===== src/rtl/nibble_serial_addsub.sv =====
// nibble_serial_addsub: WIDTH-bit add/subtract computed one 4-bit nibble per
// clock through a single 4-bit slice and a carry register, using a
// start/busy/done handshake.
// Optional feature macro: NIBBLE_SERIAL_OVF_EN adds a signed-overflow output.
module nibble_serial_addsub #(
  parameter int WIDTH = 16
) (
  input  logic             clk,
  input  logic             rst_n,
  input  logic             start,
  input  logic             op_sub,
  input  logic [WIDTH-1:0] a,
  input  logic [WIDTH-1:0] b,
  output logic             busy,
  output logic             done,
  output logic [WIDTH-1:0] result,
  output logic             carry_out
`ifdef NIBBLE_SERIAL_OVF_EN
  ,
  output logic             overflow
`endif
);

  localparam int NIBBLES = WIDTH / 4;
  localparam int IDX_W   = (NIBBLES > 1) ? $clog2(NIBBLES) : 1;
  localparam logic [IDX_W-1:0] LAST_IDX = IDX_W'(NIBBLES - 1);

  generate
    if ((WIDTH % 4) != 0 || WIDTH < 8) begin : g_bad_width
      $error("nibble_serial_addsub: WIDTH must be a multiple of 4 and >= 8");
    end
  endgenerate

  typedef enum logic [1:0] {
    ST_IDLE,
    ST_RUN,
    ST_DONE
  } state_e;

  state_e           state_q, state_d;
  logic             busy_q, busy_d;
  logic             done_q, done_d;
  logic [IDX_W-1:0] idx_q, idx_d;
  logic             carry_q, carry_d;
  logic             sub_q, sub_d;
  logic [WIDTH-1:0] a_q, a_d;
  logic [WIDTH-1:0] b_q, b_d;
  logic [WIDTH-1:0] work_q, work_d;
  logic [WIDTH-1:0] result_q, result_d;
  logic             carry_out_q, carry_out_d;

  logic [3:0]       a_nib;
  logic [3:0]       b_nib;
  logic [4:0]       sum5;
  logic [WIDTH-1:0] work_upd;

`ifdef NIBBLE_SERIAL_OVF_EN
  logic             ovf_q, ovf_d;
  logic [3:0]       low3;
`endif

  // Shared 4-bit slice: current nibble pair plus carry, and the working
  // value with the freshly computed nibble merged in.
  always_comb begin
    a_nib    = a_q[{idx_q, 2'b00} +: 4];
    b_nib    = b_q[{idx_q, 2'b00} +: 4] ^ {4{sub_q}};
    sum5     = {1'b0, a_nib} + {1'b0, b_nib} + {4'b0000, carry_q};
    work_upd = work_q;
    work_upd[{idx_q, 2'b00} +: 4] = sum5[3:0];
`ifdef NIBBLE_SERIAL_OVF_EN
    // bit 3 of this sum is the carry into the slice MSB
    low3     = {1'b0, a_nib[2:0]} + {1'b0, b_nib[2:0]} + {3'b000, carry_q};
`endif
  end

  // Controller next-state and registered-output computation.
  always_comb begin
    state_d     = state_q;
    busy_d      = busy_q;
    done_d      = 1'b0;
    idx_d       = idx_q;
    carry_d     = carry_q;
    sub_d       = sub_q;
    a_d         = a_q;
    b_d         = b_q;
    work_d      = work_q;
    result_d    = result_q;
    carry_out_d = carry_out_q;
`ifdef NIBBLE_SERIAL_OVF_EN
    ovf_d       = ovf_q;
`endif
    case (state_q)
      ST_IDLE: begin
        if (start) begin
          a_d     = a;
          b_d     = b;
          sub_d   = op_sub;
          idx_d   = '0;
          carry_d = op_sub;   // +1 of A + ~B + 1 enters at nibble 0
          work_d  = '0;
          busy_d  = 1'b1;
          state_d = ST_RUN;
        end
      end
      ST_RUN: begin
        work_d  = work_upd;
        carry_d = sum5[4];
        if (idx_q == LAST_IDX) begin
          idx_d       = '0;
          result_d    = work_upd;
          carry_out_d = sum5[4];
`ifdef NIBBLE_SERIAL_OVF_EN
          ovf_d       = low3[3] ^ sum5[4];
`endif
          done_d      = 1'b1;
          state_d     = ST_DONE;
        end else begin
          idx_d = idx_q + IDX_W'(1);
        end
      end
      ST_DONE: begin
        busy_d  = 1'b0;
        state_d = ST_IDLE;
      end
      default: begin
        busy_d  = 1'b0;
        idx_d   = '0;
        state_d = ST_IDLE;
      end
    endcase
  end

  // State and datapath registers with asynchronous active-low reset.
  always_ff @(posedge clk or negedge rst_n) begin
    if (!rst_n) begin
      state_q     <= ST_IDLE;
      busy_q      <= 1'b0;
      done_q      <= 1'b0;
      idx_q       <= '0;
      carry_q     <= 1'b0;
      sub_q       <= 1'b0;
      a_q         <= '0;
      b_q         <= '0;
      work_q      <= '0;
      result_q    <= '0;
      carry_out_q <= 1'b0;
`ifdef NIBBLE_SERIAL_OVF_EN
      ovf_q       <= 1'b0;
`endif
    end else begin
      state_q     <= state_d;
      busy_q      <= busy_d;
      done_q      <= done_d;
      idx_q       <= idx_d;
      carry_q     <= carry_d;
      sub_q       <= sub_d;
      a_q         <= a_d;
      b_q         <= b_d;
      work_q      <= work_d;
      result_q    <= result_d;
      carry_out_q <= carry_out_d;
`ifdef NIBBLE_SERIAL_OVF_EN
      ovf_q       <= ovf_d;
`endif
    end
  end

  assign busy      = busy_q;
  assign done      = done_q;
  assign result    = result_q;
  assign carry_out = carry_out_q;
`ifdef NIBBLE_SERIAL_OVF_EN
  assign overflow  = ovf_q;
`endif

endmodule


===== config.mk =====
export PLATFORM = sky130hd
export DESIGN_NAME = nibble_serial_addsub
export DESIGN_NICKNAME = d
export VERILOG_FILES = /design/src/rtl/nibble_serial_addsub.sv
export SDC_FILE = /design/constraint.sdc
export NUM_CORES = 1
export LEC_CHECK = 0
export BUFFER_PORTS_ARGS = -buffer_cell sky130_fd_sc_hd__buf_2
export CORE_MARGIN = 3
export CORE_UTILIZATION = 56
export CTS_CLUSTER_SIZE = 20
export DETAILED_ROUTE_END_ITERATION = 8
export HOLD_SLACK_MARGIN = 0.05
export PLACE_DENSITY_LB_ADDON = 0.1
export SYNTH_ARGS = -nofsm -noshare
export SYNTH_HDL_FRONTEND = slang
export SYNTH_SLANG_ARGS = --single-unit

===== constraint.sdc =====
create_clock -name clk -period 4.1 [get_ports clk]
set_input_delay 0 -clock clk [delete_from_list [all_inputs] [get_ports clk]]
set_output_delay 0 -clock clk [all_outputs]
set_load 0.1 [all_outputs]

Yosys cells after proc, flatten, opt, wreduce, memory -nomap -nowiden
Index checks and enable logic that the tools add are counted.
Cells by class
  eq/ne operators: 5
  reduce and logical (&&, ||, !) cells: 8
  bitwise gates (word level): 3
  mux-type cells: 15
  shift-type cells: 4
  $add $sub $neg: 4
Operator list (number)
  case mux 16 bit (2 select lines): 1
  indexed part select 16 x 5 -> 4 bit: 2
  bitwise mux 16 bit: 1
  two-way mux 16 bit: 1
  variable shift 4 x 6 -> 16 bit, first input constant: 1
  indexed part select 4 x 6 -> 16 bit: 1
  AND reduction 2 bit: 6
  two-way mux 2 bit: 4
  negation 4 -> 6 bit: 1
  case mux 2 bit (3 select lines): 1
  adder 4 x 4 -> 5 bit: 1
  adder 5 x 1 -> 5 bit: 1
  equality test 2 bit, second input constant: 2
  two-way mux 1 bit: 4
  != test 2 bit, second input constant: 2
  case mux 1 bit (2 select lines): 2
  case mux 2 bit (2 select lines): 1
  bitwise XOR 4 bit: 1
  adder 2 x 1 -> 2 bit, second input constant: 1
  equality test 2 x 1 -> 1 bit, second input constant: 1
  logical NOT 2 bit: 1
  inverter 1 bit: 2
  nonzero test 2 bit: 1
Storage, ports and cells
  flip-flop bits (word level): 73
  input port bits: 36

Logic depth before layout (Yosys ltp)
  depth in word-level cells: 7
  mapped depth: 9
  depth with buffers taken out: 8

Worst setup path after synthesis
No wires, ideal clock.
  path kind: reg-to-reg
  from: register idx_q[0]
  to: register work_q[10]
  clock period less this slack: 2.872 ns
  slack: 1.228 ns
  cell stages (with the launch flop): 9
  arrival time: 2.751 ns
  cell sequence: dfrtp_1 buf_4 mux4_2 xnor2_1 fa_1 fa_1 xnor2_1 and2_1 a22o_1
Between the ends
  word-level cells in the longest chain between the ends: 7
  elaborated cells between the ends (all ways): 10
  classes of those cells: add/sub: 3; shift: 4; mux: 2; bitwise: 1
Ends and longest elaborated chain
  start: declaration: line 43  | logic [IDX_W-1:0] idx_q, idx_d;
  start signal: assignment: line 154  | idx_q <= idx_d;
  indexed part select 16 x 5 -> 4 bit: line 66  | b_nib = b_q[{idx_q, 2'b00} +: 4] ^ {4{sub_q}};
  bitwise XOR 4 bit: line 66
  adder 4 x 4 -> 5 bit: line 67  | sum5 = {1'b0, a_nib} + {1'b0, b_nib} + {4'b0000, carry_q};
  adder 5 x 1 -> 5 bit: line 67
  indexed part select 4 x 6 -> 16 bit: line 69  | work_upd[{idx_q, 2'b00} +: 4] = sum5[3:0];
  bitwise mux 16 bit *: line 69
  case mux 16 bit (2 select lines) *: line 92  | case (state_q)
  end signal: assignment: line 159  | work_q <= work_d;
  end: declaration: line 48  | logic [WIDTH-1:0] work_q, work_d;
Every way passes the cells marked *; elsewhere a longest branch is shown, timed or not.
A chain may end at the register's enable or synchronous reset.

Worst setup path in the final report
Ends and elaborated chain as after synthesis.

==> results.toml <==
[grt]
antenna_found_initial = 0
grt_start_max_net_pins = 74
gr-total-overflow = 0
grt_usage = 0.230
grt_pass1_wl_um = 12900
grt_pass1_vias = 2582

[synth]
synth_top_area_frac = 0.533
syn_nets = 318
yosysUniqueCellTypes = 41
syn_area_um2 = 3430
synthTopCellsByArea = "dfrtp_1 (53%), mux2_2 (11%), mux4_2 (5.3%)"
netlist_instances = 271
synth_seq_area_share = 0.533
ys_warn_count = 0
synth_seq_cells = 73
yosys.area.top_type = "dfrtp_1"
syn_area_per_cell_um2 = 12.7

[final_layout]
syn_to_final_growth_pct = 27.6
n_antenna_cell = 0
drive_gt1_frac = 0.336
layout_commonest_cell = "dfrtp_1"
nets = 411
mostFrequentLayoutCells = "dfrtp_1 (73), buf_2 (54), dlygate4sd3_1 (35)"

[critical_path]
worstPathMaxFanout = 5
required_ns = 4.38
critPathLaunchType = "register"
crit_slowest_cell = "mux4_2"
path_delay_family = "adder cells"
arrival_ns = 3.18
crit_start = "idx_q[0]$_DFFE_PN0P_"
path_class = "reg -> reg"
crit_chain = "mux4_2 > xnor2_1 > fa_1 > fa_1 > xnor2_1 > and2_1 > a22o_1"
end_kind = "register"
reg2reg_from = "idx_q[0]$_DFFE_PN0P_"
critPathMaxStageDelay_ns = 0.55
cp_num_buf_inv = 0

[min_path]
hp-class = "in -> async"

[route]
viasPerCell = 5.38
routedWlPerCell_um = 16.8
ant_nets = 0
first_pass_iters = 4
vias = 2374
drt_iter0_drc = 142
drt_wl_total_um = 7390
drc = 0

[timing]
fmax_ghz = 0.345
finalCritPeriodShare = 0.707
setup_violations = 0
drv_slew = 0
maxSlewHeadroom = 0.397
hold_viol = 0
tightest_slew_ns = 0.904
finClkSkew_ns = 0.00918
setup_tns_ns = 0
rsz0062_at_grt = "no"
fin_crit_ns = 2.90

[clock_network]
clockBufferDepth = 2
htreeDepth = 3
tritoncts = "yes"
clk_pin_slew_ns = 0.08
clk_latency_ns = 0.35
clock_sinks = 73
cts-root-buf = "clkbuf_8"
post-cts-setup-buffers = 0
cts_buffers = 9

[placed_design]
dp.final_hpwl_um = 4880
portBuffers = 54
globalplace.congestion = 0.893

[run_status]
outcome = "finished clean"

[die]
die_area_um2 = 7100
die_w_um = 84.2
core_um2 = 5710
rows = 27
initial_core_util = 0.600
die_h_um = 84.2
io_pins = 55

[run]
cap_violations = 0
-- state kept, by name, indices dropped and copies added, names as in the netlist --
| name | cells |
|---|---|
| a_q | 16 |
| b_q | 16 |
| busy | 1 |
| carry_out | 1 |
| carry_q | 1 |
| done | 1 |
| idx_q | 2 |
| result | 16 |
| state_q | 2 |
| sub_q | 1 |
| work_q | 16 |
-- cell type report --
cell class | count | area [um2]
clock inverter | 7 | 143
inverter | 17 | 63.8
tap | 72 | 90.1
multi-input combinational | 170 | 1480
fill | 384 | 1340
clock buffer | 9 | 124
sequential | 73 | 1830
timing repair buffer | 93 | 651
-- cell families after synthesis --
logic type / Yosys count / share of synthesized area
DFF: 73 / 0.533
and+or+nand+nor: 58 / 0.0923
AOI/OAI and AO/OA: 55 / 0.120
muxes: 41 / 0.161
buffers and inverters: 28 / 0.0369
adders and majority gates: 11 / 0.0445
xor gates and xnor gates: 5 / 0.0128
-- worst min-delay path, stage by stage --
cell	delay, ns
dlygate4sd3_1	0.52
buf_2	0.09
buf_4	0.67
-- metal layers --
layer	up-vias	track usage	share of wire	wire (um)
met4	0	0.0804	0.016	120
li1	1160	-	-	-
met5	-	0	0	0
met1	1131	0.300	0.43	3190
met3	12	0.0442	0.049	360
met2	71	0.387	0.50	3720
-- through the flow --
stage	instances	hold slack (ns)	area (um2)	util	worst slack, ns
2_1_floorplan	271	-0.296	3430	-	1.23
3_3_place_gp	390	0.231	3760	0.658	1.27
3_5_place_dp	390	0.234	3760	0.658	1.20
4_1_cts	441	0.394	4370	0.766	1.20
5_1_grt	441	0.426	4370	0.766	1.03
6_report	441	0.390	4370	0.766	1.20
-- synthesized netlist by cell type (all sizes together) --
| cell | instances |
|---|---|
| nand3 | 4 |
| nor2b | 1 |
| o21ai | 2 |
| a221oi | 5 |
| ha | 9 |
| clkbuf | 3 |
| nand2 | 10 |
| nor4b | 1 |
| nor4 | 1 |
| nor2 | 22 |
| mux4 | 8 |
| o31ai | 1 |
| inv | 17 |
| nor3 | 2 |
| o22a | 1 |
| a22o | 13 |
| a31oi | 5 |
| o221ai | 2 |
| a21oi | 11 |
| a32o | 4 |
| o22ai | 2 |
| buf | 8 |
| or3 | 2 |
| xor2 | 3 |
| xnor2 | 2 |
| a21o | 7 |
| mux2 | 33 |
| fa | 2 |
| and2 | 2 |
| and3b | 1 |
| nand2b | 12 |
| dfrtp | 73 |
| o21a | 2 |
-- final timing paths --
kind / to / slack (ns) / cells past startpoint
worst max-delay path: work_q[10]$_DFFE_PN0P_ / 1.20 / 7
worst min-delay path: done$_DFF_PN0_ / 0.39 / 3
worst max register to register: work_q[10]$_DFFE_PN0P_ / 1.20 / 7
worst min register to register: busy$_DFFE_PN0P_ / 0.49 / 1
max in group asynchronous: a_q[1]$_DFFE_PN0P_ / 3.11 / 3
min in group clk: b_q[10]$_DFFE_PN0P_ / 0.41 / 3
-- what timing repair did --
action / 4_1_cts / 5_1_grt
endpoints found under the hold margin: 108 / 0
gates resized for setup: 0 / 0
hold buffers: 35 / 0
Power is left out: the tool's default activity adds up to more than one toggle a clock period on the data nets, which glitch-free logic cannot reach.
